--- config.mk ---
export PLATFORM = sky130hd
export DESIGN_NAME = line_fifo_sequencer_flat
export DESIGN_NICKNAME = d
export VERILOG_FILES = /design/src/rtl/nono_pkg.sv /design/src/rtl/line_fifo_sequencer_if.sv /design/src/rtl/line_fifo_sequencer_occupancy_counter.sv /design/src/rtl/line_fifo_sequencer.sv /design/src/flat_wrapper.sv
export SDC_FILE = /design/constraint.sdc
export NUM_CORES = 1
export LEC_CHECK = 0
export CAP_MARGIN = 20
export CORE_MARGIN = 5
export CORE_UTILIZATION = 40
export DETAILED_ROUTE_END_ITERATION = 8
export GPL_ROUTABILITY_DRIVEN = 0
export PLACE_DENSITY = 0.67
export SETUP_SLACK_MARGIN = 0.5
export SLEW_MARGIN = 10
export SYNTH_ARGS = -nofsm -noshare
export SYNTH_HDL_FRONTEND = slang
export SYNTH_SLANG_ARGS = --single-unit
--- constraint.sdc ---
create_clock -name clk -period 11.5 [get_ports clk]
set_clock_uncertainty 0.15 [all_clocks]
set_input_delay 2.875 -clock clk [delete_from_list [all_inputs] [get_ports clk]]
set_output_delay 2.875 -clock clk [all_outputs]
set_load 0.03 [all_outputs]
--- src/rtl/nono_pkg.sv ---
// Shared types and constants for the board pipeline: phase encoding, line width and the
// default FIFO depth / solve budget used by parser, solver and top_level.
package nono_pkg;

  localparam int unsigned LINE_W               = 16;
  localparam int unsigned DEFAULT_FIFO_DEPTH   = 1024;
  localparam int unsigned DEFAULT_SOLVE_BUDGET = 50_000_000;

  typedef enum logic [2:0] {
    PhReceive  = 3'd0,
    PhSolve    = 3'd1,
    PhTransmit = 3'd2,
    PhFlush    = 3'd3,
    PhError    = 3'd4
  } phase_t;

  function automatic int unsigned occ_width(input int unsigned depth);
    return $clog2(depth + 1);
  endfunction

endpackage

--- src/rtl/line_fifo_sequencer_if.sv ---
// Bundle between the line FIFO sequencer and its clients (parser, solver, assembler, FIFO IP).
// With LINE_FIFO_SEQ_STATS_EN defined it also carries solve_cycles and peak_occupancy.
interface line_fifo_sequencer_if #(
  parameter int unsigned FIFO_DEPTH = nono_pkg::DEFAULT_FIFO_DEPTH
);
  import nono_pkg::*;

  localparam int unsigned OCC_W = occ_width(FIFO_DEPTH);

  logic              parse_write;
  logic [LINE_W-1:0] parse_line;
  logic              parsed;
  logic              solve_write;
  logic [LINE_W-1:0] solve_line;
  logic              solve_next;
  logic              solved;
  logic              assembled;
  logic              fifo_full;
  logic              fifo_empty;

  logic [LINE_W-1:0] fifo_din;
  logic              fifo_wr_en;
  logic              fifo_rd_en;
  logic [2:0]        phase;
  logic              solve_start;
  logic              assemble_start;
  logic [OCC_W-1:0]  occupancy;
  logic              overflow;
  logic              bad_write;
  logic              error;
`ifdef LINE_FIFO_SEQ_STATS_EN
  logic [31:0]       solve_cycles;
  logic [OCC_W-1:0]  peak_occupancy;
`endif

  modport master (
    output parse_write, parse_line, parsed, solve_write, solve_line, solve_next,
    output solved, assembled, fifo_full, fifo_empty,
    input  fifo_din, fifo_wr_en, fifo_rd_en, phase, solve_start, assemble_start,
    input  occupancy, overflow, bad_write, error
`ifdef LINE_FIFO_SEQ_STATS_EN
    , input solve_cycles, peak_occupancy
`endif
  );

  modport slave (
    input  parse_write, parse_line, parsed, solve_write, solve_line, solve_next,
    input  solved, assembled, fifo_full, fifo_empty,
    output fifo_din, fifo_wr_en, fifo_rd_en, phase, solve_start, assemble_start,
    output occupancy, overflow, bad_write, error
`ifdef LINE_FIFO_SEQ_STATS_EN
    , output solve_cycles, peak_occupancy
`endif
  );

endinterface

--- src/rtl/line_fifo_sequencer_occupancy_counter.sv ---
// Up/down counter saturating at 0 and MAX_COUNT; simultaneous inc and dec cancel.
module occupancy_counter #(
  parameter int unsigned MAX_COUNT = 1024,
  localparam int unsigned CntW     = $clog2(MAX_COUNT + 1)
) (
  input  logic            clk,
  input  logic            rst,
  input  logic            clr_i,
  input  logic            inc_i,
  input  logic            dec_i,
  output logic [CntW-1:0] count_o
);

  logic [CntW-1:0] count_q, count_d;

  always_comb begin
    count_d = count_q;
    if (clr_i) begin
      count_d = '0;
    end else if (inc_i && !dec_i && (count_q != CntW'(MAX_COUNT))) begin
      count_d = count_q + 1'b1;
    end else if (dec_i && !inc_i && (count_q != '0)) begin
      count_d = count_q - 1'b1;
    end
  end

  always_ff @(posedge clk) begin
    if (rst) begin
      count_q <= '0;
    end else begin
      count_q <= count_d;
    end
  end

  assign count_o = count_q;

endmodule

--- src/rtl/line_fifo_sequencer.sv ---
// Board phase machine (RECEIVE/SOLVE/TRANSMIT/FLUSH/ERROR) owning the shared line FIFO write mux,
// read gating and occupancy. Optional stats outputs are built when LINE_FIFO_SEQ_STATS_EN is set.
module line_fifo_sequencer #(
  parameter int unsigned FIFO_DEPTH   = nono_pkg::DEFAULT_FIFO_DEPTH,
  parameter int unsigned SOLVE_BUDGET = nono_pkg::DEFAULT_SOLVE_BUDGET
) (
  input logic                  clk,
  input logic                  rst,
  line_fifo_sequencer_if.slave bus
);
  import nono_pkg::*;

  localparam int unsigned OccW = occ_width(FIFO_DEPTH);

  phase_t            phase_q;
  logic [31:0]       wd_q;
  logic              solve_start_q;
  logic              assemble_start_q;
  logic              overflow_q;
  logic              bad_write_q;

  logic              wr_req;
  logic              wr_en;
  logic              rd_en;
  logic [LINE_W-1:0] din_mux;
  logic              bad_req;
  logic              wd_expired;
  logic [OccW-1:0]   occ;

  always_comb begin
    wr_req  = 1'b0;
    rd_en   = 1'b0;
    din_mux = '0;
    case (phase_q)
      PhReceive: begin
        din_mux = bus.parse_line;
        wr_req  = bus.parse_write;
      end
      PhSolve: begin
        din_mux = bus.solve_line;
        wr_req  = bus.solve_write;
        rd_en   = bus.solve_next & ~bus.fifo_empty;
      end
      PhFlush: rd_en = ~bus.fifo_empty;
      default: ;
    endcase
  end

  assign wr_en      = wr_req & ~bus.fifo_full;
  assign bad_req    = (bus.parse_write & (phase_q != PhReceive)) |
                      (bus.solve_write & (phase_q != PhSolve));
  assign wd_expired = (wd_q == 32'(SOLVE_BUDGET - 1));

  always_ff @(posedge clk) begin
    if (rst) begin
      phase_q          <= PhReceive;
      wd_q             <= '0;
      solve_start_q    <= 1'b0;
      assemble_start_q <= 1'b0;
      overflow_q       <= 1'b0;
      bad_write_q      <= 1'b0;
    end else begin
      solve_start_q    <= 1'b0;
      assemble_start_q <= 1'b0;
      if (wr_req && bus.fifo_full) overflow_q <= 1'b1;
      if (bad_req) bad_write_q <= 1'b1;
      case (phase_q)
        PhReceive: begin
          if (bus.parsed) begin
            phase_q       <= PhSolve;
            wd_q          <= '0;
            solve_start_q <= 1'b1;
          end
        end
        PhSolve: begin
          wd_q <= wd_q + 32'd1;
          // A solve finishing on the budget's last cycle still counts as solved.
          if (bus.solved) begin
            phase_q          <= PhTransmit;
            assemble_start_q <= 1'b1;
          end else if (wd_expired) begin
            phase_q <= PhError;
          end
        end
        PhTransmit: if (bus.assembled) phase_q <= PhFlush;
        PhFlush:    if (bus.fifo_empty) phase_q <= PhReceive;
        PhError:    if (bus.parsed) phase_q <= PhFlush;
        default:    phase_q <= PhError;
      endcase
    end
  end

  occupancy_counter #(
    .MAX_COUNT(FIFO_DEPTH)
  ) u_occ (
    .clk    (clk),
    .rst    (rst),
    .clr_i  (1'b0),
    .inc_i  (wr_en),
    .dec_i  (rd_en),
    .count_o(occ)
  );

  assign bus.fifo_din       = din_mux;
  assign bus.fifo_wr_en     = wr_en;
  assign bus.fifo_rd_en     = rd_en;
  assign bus.phase          = phase_q;
  assign bus.solve_start    = solve_start_q;
  assign bus.assemble_start = assemble_start_q;
  assign bus.occupancy      = occ;
  assign bus.overflow       = overflow_q;
  assign bus.bad_write      = bad_write_q;
  assign bus.error          = (phase_q == PhError);

`ifdef LINE_FIFO_SEQ_STATS_EN
  logic [31:0]     solve_cycles_q;
  logic [OccW-1:0] peak;
  logic            occ_up;
  logic            peak_inc;
  logic            receive_entry;

  assign occ_up        = wr_en & ~rd_en & (occ != OccW'(FIFO_DEPTH));
  // Occupancy moves by at most one per cycle, so the peak can track it by single steps.
  assign peak_inc      = (occ > peak) | (occ_up & (occ == peak));
  assign receive_entry = (phase_q == PhFlush) & bus.fifo_empty;

  always_ff @(posedge clk) begin
    if (rst) begin
      solve_cycles_q <= '0;
    end else if ((phase_q == PhSolve) && (bus.solved || wd_expired)) begin
      solve_cycles_q <= wd_q;
    end
  end

  occupancy_counter #(
    .MAX_COUNT(FIFO_DEPTH)
  ) u_peak (
    .clk    (clk),
    .rst    (rst),
    .clr_i  (receive_entry),
    .inc_i  (peak_inc),
    .dec_i  (1'b0),
    .count_o(peak)
  );

  assign bus.solve_cycles   = solve_cycles_q;
  assign bus.peak_occupancy = peak;
`endif

endmodule

--- src/flat_wrapper.sv ---
// flat-port wrapper written by rule: the top's interface ports become plain ports
module line_fifo_sequencer_flat import nono_pkg::*;
#(
  parameter int unsigned FIFO_DEPTH   = nono_pkg::DEFAULT_FIFO_DEPTH,
  parameter int unsigned SOLVE_BUDGET = nono_pkg::DEFAULT_SOLVE_BUDGET
)
  (clk, rst, bus_parse_write, bus_parse_line, bus_parsed, bus_solve_write, bus_solve_line, bus_solve_next, bus_solved, bus_assembled, bus_fifo_full, bus_fifo_empty, bus_fifo_din, bus_fifo_wr_en, bus_fifo_rd_en, bus_phase, bus_solve_start, bus_assemble_start, bus_occupancy, bus_overflow, bus_bad_write, bus_error);
  line_fifo_sequencer_if #(.FIFO_DEPTH(FIFO_DEPTH)) bus_i ();
  input logic clk;
  input logic rst;
  input wire logic [$bits(bus_i.parse_write)-1:0] bus_parse_write;
  input wire logic [$bits(bus_i.parse_line)-1:0] bus_parse_line;
  input wire logic [$bits(bus_i.parsed)-1:0] bus_parsed;
  input wire logic [$bits(bus_i.solve_write)-1:0] bus_solve_write;
  input wire logic [$bits(bus_i.solve_line)-1:0] bus_solve_line;
  input wire logic [$bits(bus_i.solve_next)-1:0] bus_solve_next;
  input wire logic [$bits(bus_i.solved)-1:0] bus_solved;
  input wire logic [$bits(bus_i.assembled)-1:0] bus_assembled;
  input wire logic [$bits(bus_i.fifo_full)-1:0] bus_fifo_full;
  input wire logic [$bits(bus_i.fifo_empty)-1:0] bus_fifo_empty;
  output wire logic [$bits(bus_i.fifo_din)-1:0] bus_fifo_din;
  output wire logic [$bits(bus_i.fifo_wr_en)-1:0] bus_fifo_wr_en;
  output wire logic [$bits(bus_i.fifo_rd_en)-1:0] bus_fifo_rd_en;
  output wire logic [$bits(bus_i.phase)-1:0] bus_phase;
  output wire logic [$bits(bus_i.solve_start)-1:0] bus_solve_start;
  output wire logic [$bits(bus_i.assemble_start)-1:0] bus_assemble_start;
  output wire logic [$bits(bus_i.occupancy)-1:0] bus_occupancy;
  output wire logic [$bits(bus_i.overflow)-1:0] bus_overflow;
  output wire logic [$bits(bus_i.bad_write)-1:0] bus_bad_write;
  output wire logic [$bits(bus_i.error)-1:0] bus_error;
  assign bus_i.parse_write = bus_parse_write;
  assign bus_i.parse_line = bus_parse_line;
  assign bus_i.parsed = bus_parsed;
  assign bus_i.solve_write = bus_solve_write;
  assign bus_i.solve_line = bus_solve_line;
  assign bus_i.solve_next = bus_solve_next;
  assign bus_i.solved = bus_solved;
  assign bus_i.assembled = bus_assembled;
  assign bus_i.fifo_full = bus_fifo_full;
  assign bus_i.fifo_empty = bus_fifo_empty;
  assign bus_fifo_din = bus_i.fifo_din;
  assign bus_fifo_wr_en = bus_i.fifo_wr_en;
  assign bus_fifo_rd_en = bus_i.fifo_rd_en;
  assign bus_phase = bus_i.phase;
  assign bus_solve_start = bus_i.solve_start;
  assign bus_assemble_start = bus_i.assemble_start;
  assign bus_occupancy = bus_i.occupancy;
  assign bus_overflow = bus_i.overflow;
  assign bus_bad_write = bus_i.bad_write;
  assign bus_error = bus_i.error;
  line_fifo_sequencer #(.FIFO_DEPTH(FIFO_DEPTH), .SOLVE_BUDGET(SOLVE_BUDGET)) u_core (.clk(clk), .rst(rst), .bus(bus_i));
endmodule
# After elaboration in Yosys (flattened, before gate mapping)
# Index checks and enable logic that the tools add are counted.
dict set report op_classes {
  muxes 16
  n_reduce_logical 16
  add_sub_neg 3
  eq_ne 12
  n_bitwise 9
}
# op n
set ops {}
lappend ops {{$pmux W32 S2} 1}
lappend ops {{$add A32 B1 Y32 const B} 1}
lappend ops {{$eq A32 B26 Y1 const B} 1}
lappend ops {{$mux W32} 1}
lappend ops {{$pmux W16 S2} 1}
lappend ops {{$mux W11} 2}
lappend ops {{$mux W3} 6}
lappend ops {{$pmux W3 S5} 1}
lappend ops {{$add A11 B1 Y11 const B} 1}
lappend ops {{$ne A11 B11 Y1 const B} 1}
lappend ops {{$reduce_bool A11 Y1} 1}
lappend ops {{$sub A11 B1 Y11 const B} 1}
lappend ops {{$ne A2 B2 Y1 const B} 4}
lappend ops {{$eq A3 B2 Y1 const B} 2}
lappend ops {{$logic_and A1 B1 Y1} 5}
lappend ops {{$reduce_and A5 Y1} 1}
lappend ops {{$and A1 B1 Y1} 4}
lappend ops {{$not A1 Y1} 4}
lappend ops {{$pmux W1 S2} 2}
lappend ops {{$reduce_bool A2 Y1} 2}
lappend ops {{$reduce_or A2 Y1} 2}
lappend ops {{$eq A3 B1 Y1 const B} 1}
lappend ops {{$eq A3 B3 Y1 const B} 1}
lappend ops {{$logic_not A3 Y1} 1}
lappend ops {{7 further kinds} 9}
dict set report totals {
  reg_bits 50
  in_bits 42
  word_cells 63
  output_inout_bits 37
}

# Longest topological paths before layout
dict set report logic_depth {
  ltp_word 8
  mapped_depth 12
  depth_no_buf 10
}

# Cells and area by module
# Synthesis repeated with hierarchy kept, for this count alone.
dict set report hier_totals {
  hier_cells 375
  area_unflattened_um2 3159.3
}
# module instances area_per_inst_um2 cells_each
set modules_own_cells {}
lappend modules_own_cells {line_fifo_sequencer 1 2212.1 273}
lappend modules_own_cells {occupancy_counter 1 947.2 102}

# Worst setup path after synthesis
# Ideal clock, no wire load.
dict set report synth_path {
  path_kind {input-to-output}
  startpoint {input bus_solve_next}
  endpoint {output bus_fifo_rd_en}
  arrival_time_ns 3.900
  path_buffers 0
  slack_ns 4.575
  path_stages 2
  cell_sequence {nor2_1 -> nor4b_2}
}
dict set report synth_via {
  elab_chain_len 2
}
# item line
set synth_rtl {}
lappend synth_rtl {{from (decl)} flat_wrapper.sv:16} ;# input wire logic [$bits(bus_i.solve_next)-1:0] bus_solve_next;
lappend synth_rtl {{$and A1 B1 Y1} line_fifo_sequencer.sv:42} ;# rd_en = bus.solve_next & ~bus.fifo_empty;
lappend synth_rtl {{$pmux W1 S2} line_fifo_sequencer.sv:34} ;# case (phase_q)
lappend synth_rtl {{to (decl)} flat_wrapper.sv:23} ;# output wire logic [$bits(bus_i.fifo_rd_en)-1:0] bus_fifo_rd_en;
# No other way between the ends.

# Final worst setup path
# Same ends and word-level chain as after synthesis.

==> impl_metrics.toml <==
[critical_path]
critical_path_cell_with_the_highest_stage_delay = "sky130_fd_sc_hd__clkdlybuf4s50_1"
critical_path.startpoint_type = "input port"
worstPathMaxFanout = 8
worstPathRequired_ns = 8.48
critPathCaptureType = "primary output"
top_delay_family_on_crit_path = "buffers and inverters"
timing.critical_path.slowest_cell_delay_ns = 0.81
worstPathBufferInverterCount = 2
crit_path_cell_trace = "clkdlybuf4s50_1 -> nor2_1 -> nor4b_2 -> clkdlybuf4s50_1"
worstSetupPathType = "in -> out"
critical-path-top-cell-by-count = "sky130_fd_sc_hd__clkdlybuf4s50_1"
crit_arrival_ns = 4.86

[routing]
drcViolationCount = 0
drt.antenna.violating_nets = 0
avgViaCountPerCell = 5.608
drt_iter0_drc = 198
totalWireLength_um = 8527
detail_route.wl_per_cell_um = 15.25
vias = 3135
drt_pass1_iterations = 4

[power_and_ir_drop]
leakage_nw = 1.444
power_per_cell_area_nw_per_um2 = 150.6
power_report.internal_total_mw = 0.3610
overall_power_of_the_completed_layout_mw = 0.6073
clock_power_share = 0.179
p_comb_frac = 0.478
net-switching-power_mw = 0.2463
power.share.switching = 0.4055
max-vdd-ir-drop_v = 0.0001296
seq_power_share = 0.343

[worst_hold_path]
worst_hold_path_type = "reg -> reg"

[finish]
n_antenna_cell = 0
finalNonFillerCells = 559
flow.area_growth_from_synthesis_pct = 30.38
design.final.nets = 510
drive_gt1_frac = 0.05033

[clocking]
worstSkewPairLatency_ns = 0.31
numCtsBuffers = 5
holdBufCountCts = 0
cts.clk_slew.worst_paths_ns = 0.09
clock_tree_from_tritoncts = "built"
max-clock-path-buffers = 2
clock_sinks = 50
clock_tree.root_cell = "sky130_fd_sc_hd__clkbuf_8"
cts_setup_buffers = 0
ctsResizeCount = 0
clock_tree.htree_level_count = 2

[timing]
min_period_over_period = 0.6860
final-max-slew-violation-count = 0
report.final.setup_viol = 0
peak_freq_mhz = 126.8
final.setup.tns_ns = 0
grt_setup_unrepaired = "false"
hold_slack_ns = 0.3294
timing.final.hold_violations = 0
worst_pin_slew_ns = 0.9390
relSlewSlack = 0.3713
finalWorstPathRequiredPeriod_ns = 7.889

[synth]
syn-cell-area_um2 = 3093
synth.area.top_cells = "sky130_fd_sc_hd__dfxtp_1, sky130_fd_sc_hd__a21oi_1, sky130_fd_sc_hd__a22o_1, sky130_fd_sc_hd__nand3_1, sky130_fd_sc_hd__ha_1"
yosysTopAreaCell = "sky130_fd_sc_hd__dfxtp_1"
synth_largest_type_area_fraction = 0.3236
ys.flop_type = "sky130_fd_sc_hd__dfxtp_1"
synth_edf_count = 0
ys_seq_elements = 50
postSynth.asyncResetShare = 0
yosys_warnings = 0
yosys.cell_types.count = 58
synth_sequential_area_ratio = 0.3236
synth.net_count = 443
synth_instances = 389
synth.avg_cell_area_um2 = 7.951

[global_routing]
initial_antenna_violation_count = 0
grt_first_pass_wirelength_um = 14590
grt_usage = 0.1783
grt_pass1_vias = 3005
grt_remaining_overflow = 0
pin_count_of_the_biggest_net_entering_global_routing = 45

[placed_design]
hpwl_um = 6088
number_of_placed_cells_counting_well_taps = 550
port_buffer_count = 78

[floorplanning]
chipWidth_um = 97.94
floorplan.core_area_um2 = 7647
row_count = 32
die_area_um2 = 9591
io-pin-count = 79
die_h_um = 97.94
initial_core_util = 0.4045

[job]
maxCapViolCount = 0

[run_status]
run_status = "finished clean"
through the flow:
stage / utilization / cell area [um^2] / setup WS, ns
global placement: 0.5144 / 3934 / 3.638
floorplan: - / 3093 / 4.575
finish: 0.5273 / 4033 / 3.611
CTS: 0.5263 / 4025 / 3.595
global route: 0.5273 / 4033 / 3.519
detailed placement: 0.5144 / 3934 / 3.607
cell usage in the layout, fill, tap and decap left out, types with 11 or more instances in the layout:
master / n
sky130_fd_sc_hd__o21ai_0: 17
sky130_fd_sc_hd__o211ai_1: 12
sky130_fd_sc_hd__ha_1: 11
sky130_fd_sc_hd__a22o_1: 16
sky130_fd_sc_hd__nand2_1: 20
sky130_fd_sc_hd__clkdlybuf4s50_1: 78
sky130_fd_sc_hd__nand3_1: 28
sky130_fd_sc_hd__and3_1: 15
sky130_fd_sc_hd__inv_1: 14
sky130_fd_sc_hd__nor3_1: 16
sky130_fd_sc_hd__dfxtp_1: 50
sky130_fd_sc_hd__nor2_1: 35
sky130_fd_sc_hd__or3_1: 11
sky130_fd_sc_hd__nand4_1: 14
sky130_fd_sc_hd__a21oi_1: 41
power by group through the flow:
stage | combinational, mW | sequential, mW | clock, mW
floorplan | 0.175 | 0.230 | 0
global placement | 0.285 | 0.211 | 0
detailed placement | 0.288 | 0.212 | 0
CTS | 0.290 | 0.208 | 0.112
global route | 0.319 | 0.212 | 0.119
finish | 0.290 | 0.208 | 0.109
cell families after synthesis:
family                   Yosys count  synth area share
AND/OR/NAND/NOR                  169            0.3038
AO/OA/AOI/OAI                    108            0.2302
flip-flops                        50            0.3236
buffers and inverters             37           0.04895
adder cells (fa/ha/maj)           12           0.05097
multiplexers                       8           0.02832
XOR/XNOR                           5           0.01416
cell type report:
cell class	count	area, um^2
fill	716	3615
multi-input combinational	302	1946
sequential	50	1001
timing repair buffer	82	810.8
tap	102	127.6
clock buffer	7	86.33
inverter	15	56.30
clock inverter	1	5.005
state kept, by name, summed over array words and instances (netlist names):
signal	count
u_core.wd_q	32
u_core.u_occ.count_o	11
u_core.bus.phase	3
u_core.bus.assemble_start	1
u_core.bus.bad_write	1
u_core.bus.overflow	1
u_core.bus.solve_start	1
worst paths after layout:
| path | slack [ns] | start | end | cells after the start |
|---|---|---|---|---|
| worst max-delay path | 3.61 | bus_solve_next | bus_fifo_rd_en | 4 |
| worst min-delay path | 0.33 | u_core.bus.overflow | u_core.bus.overflow | 2 |
| worst max register to register | 7.66 | u_core.bus.phase[0] | u_core.u_occ.count_o[9] | 10 |
| worst min register to register | 0.33 | u_core.bus.overflow | u_core.bus.overflow | 2 |
routing by layer:
| layer | global-route usage | vias up | share of wire |
|---|---|---|---|
| li1 | - | 1592 | - |
| met1 | 0.2492 | 1486 | 0.48 |
| met2 | 0.2921 | 48 | 0.49 |
| met3 | 0.02571 | 9 | 0.022 |
| met4 | 0.03834 | 0 | 0.0095 |
| met5 | 0 | - | 0 |
worst reg2reg max path, cell delays in order, from the launching register on:
cell	delay (ns)
sky130_fd_sc_hd__dfxtp_1	0.59
sky130_fd_sc_hd__mux2i_1	0.15
sky130_fd_sc_hd__or4_1	0.58
sky130_fd_sc_hd__a211oi_4	0.47
sky130_fd_sc_hd__inv_2	0.31
sky130_fd_sc_hd__ha_1	0.44
sky130_fd_sc_hd__o21ai_0	0.13
sky130_fd_sc_hd__o211ai_1	0.29
sky130_fd_sc_hd__a41oi_1	0.20
sky130_fd_sc_hd__a2111o_1	0.42
sky130_fd_sc_hd__nand3_1	0.07
synthesized netlist by cell type (3+ instances only):
master and number:
sky130_fd_sc_hd__dfxtp_1 50, sky130_fd_sc_hd__a21oi_1 41, sky130_fd_sc_hd__nor2_1 35, sky130_fd_sc_hd__nand3_1 28
sky130_fd_sc_hd__nand2_1 20, sky130_fd_sc_hd__clkbuf_1 17, sky130_fd_sc_hd__o21ai_0 17, sky130_fd_sc_hd__a22o_1 16
sky130_fd_sc_hd__nor3_1 16, sky130_fd_sc_hd__and3_1 15, sky130_fd_sc_hd__inv_1 14, sky130_fd_sc_hd__nand4_1 14
sky130_fd_sc_hd__o211ai_1 12, sky130_fd_sc_hd__ha_1 11, sky130_fd_sc_hd__or3_1 11, sky130_fd_sc_hd__nand3b_1 5
sky130_fd_sc_hd__buf_2 4, sky130_fd_sc_hd__nor4_1 4, sky130_fd_sc_hd__xor2_1 4, sky130_fd_sc_hd__a21o_1 3
sky130_fd_sc_hd__mux2_1 3, sky130_fd_sc_hd__mux2_2 3, sky130_fd_sc_hd__o21a_1 3, sky130_fd_sc_hd__or4_1 3
Note: power is estimated with default switching activity, not from simulation.
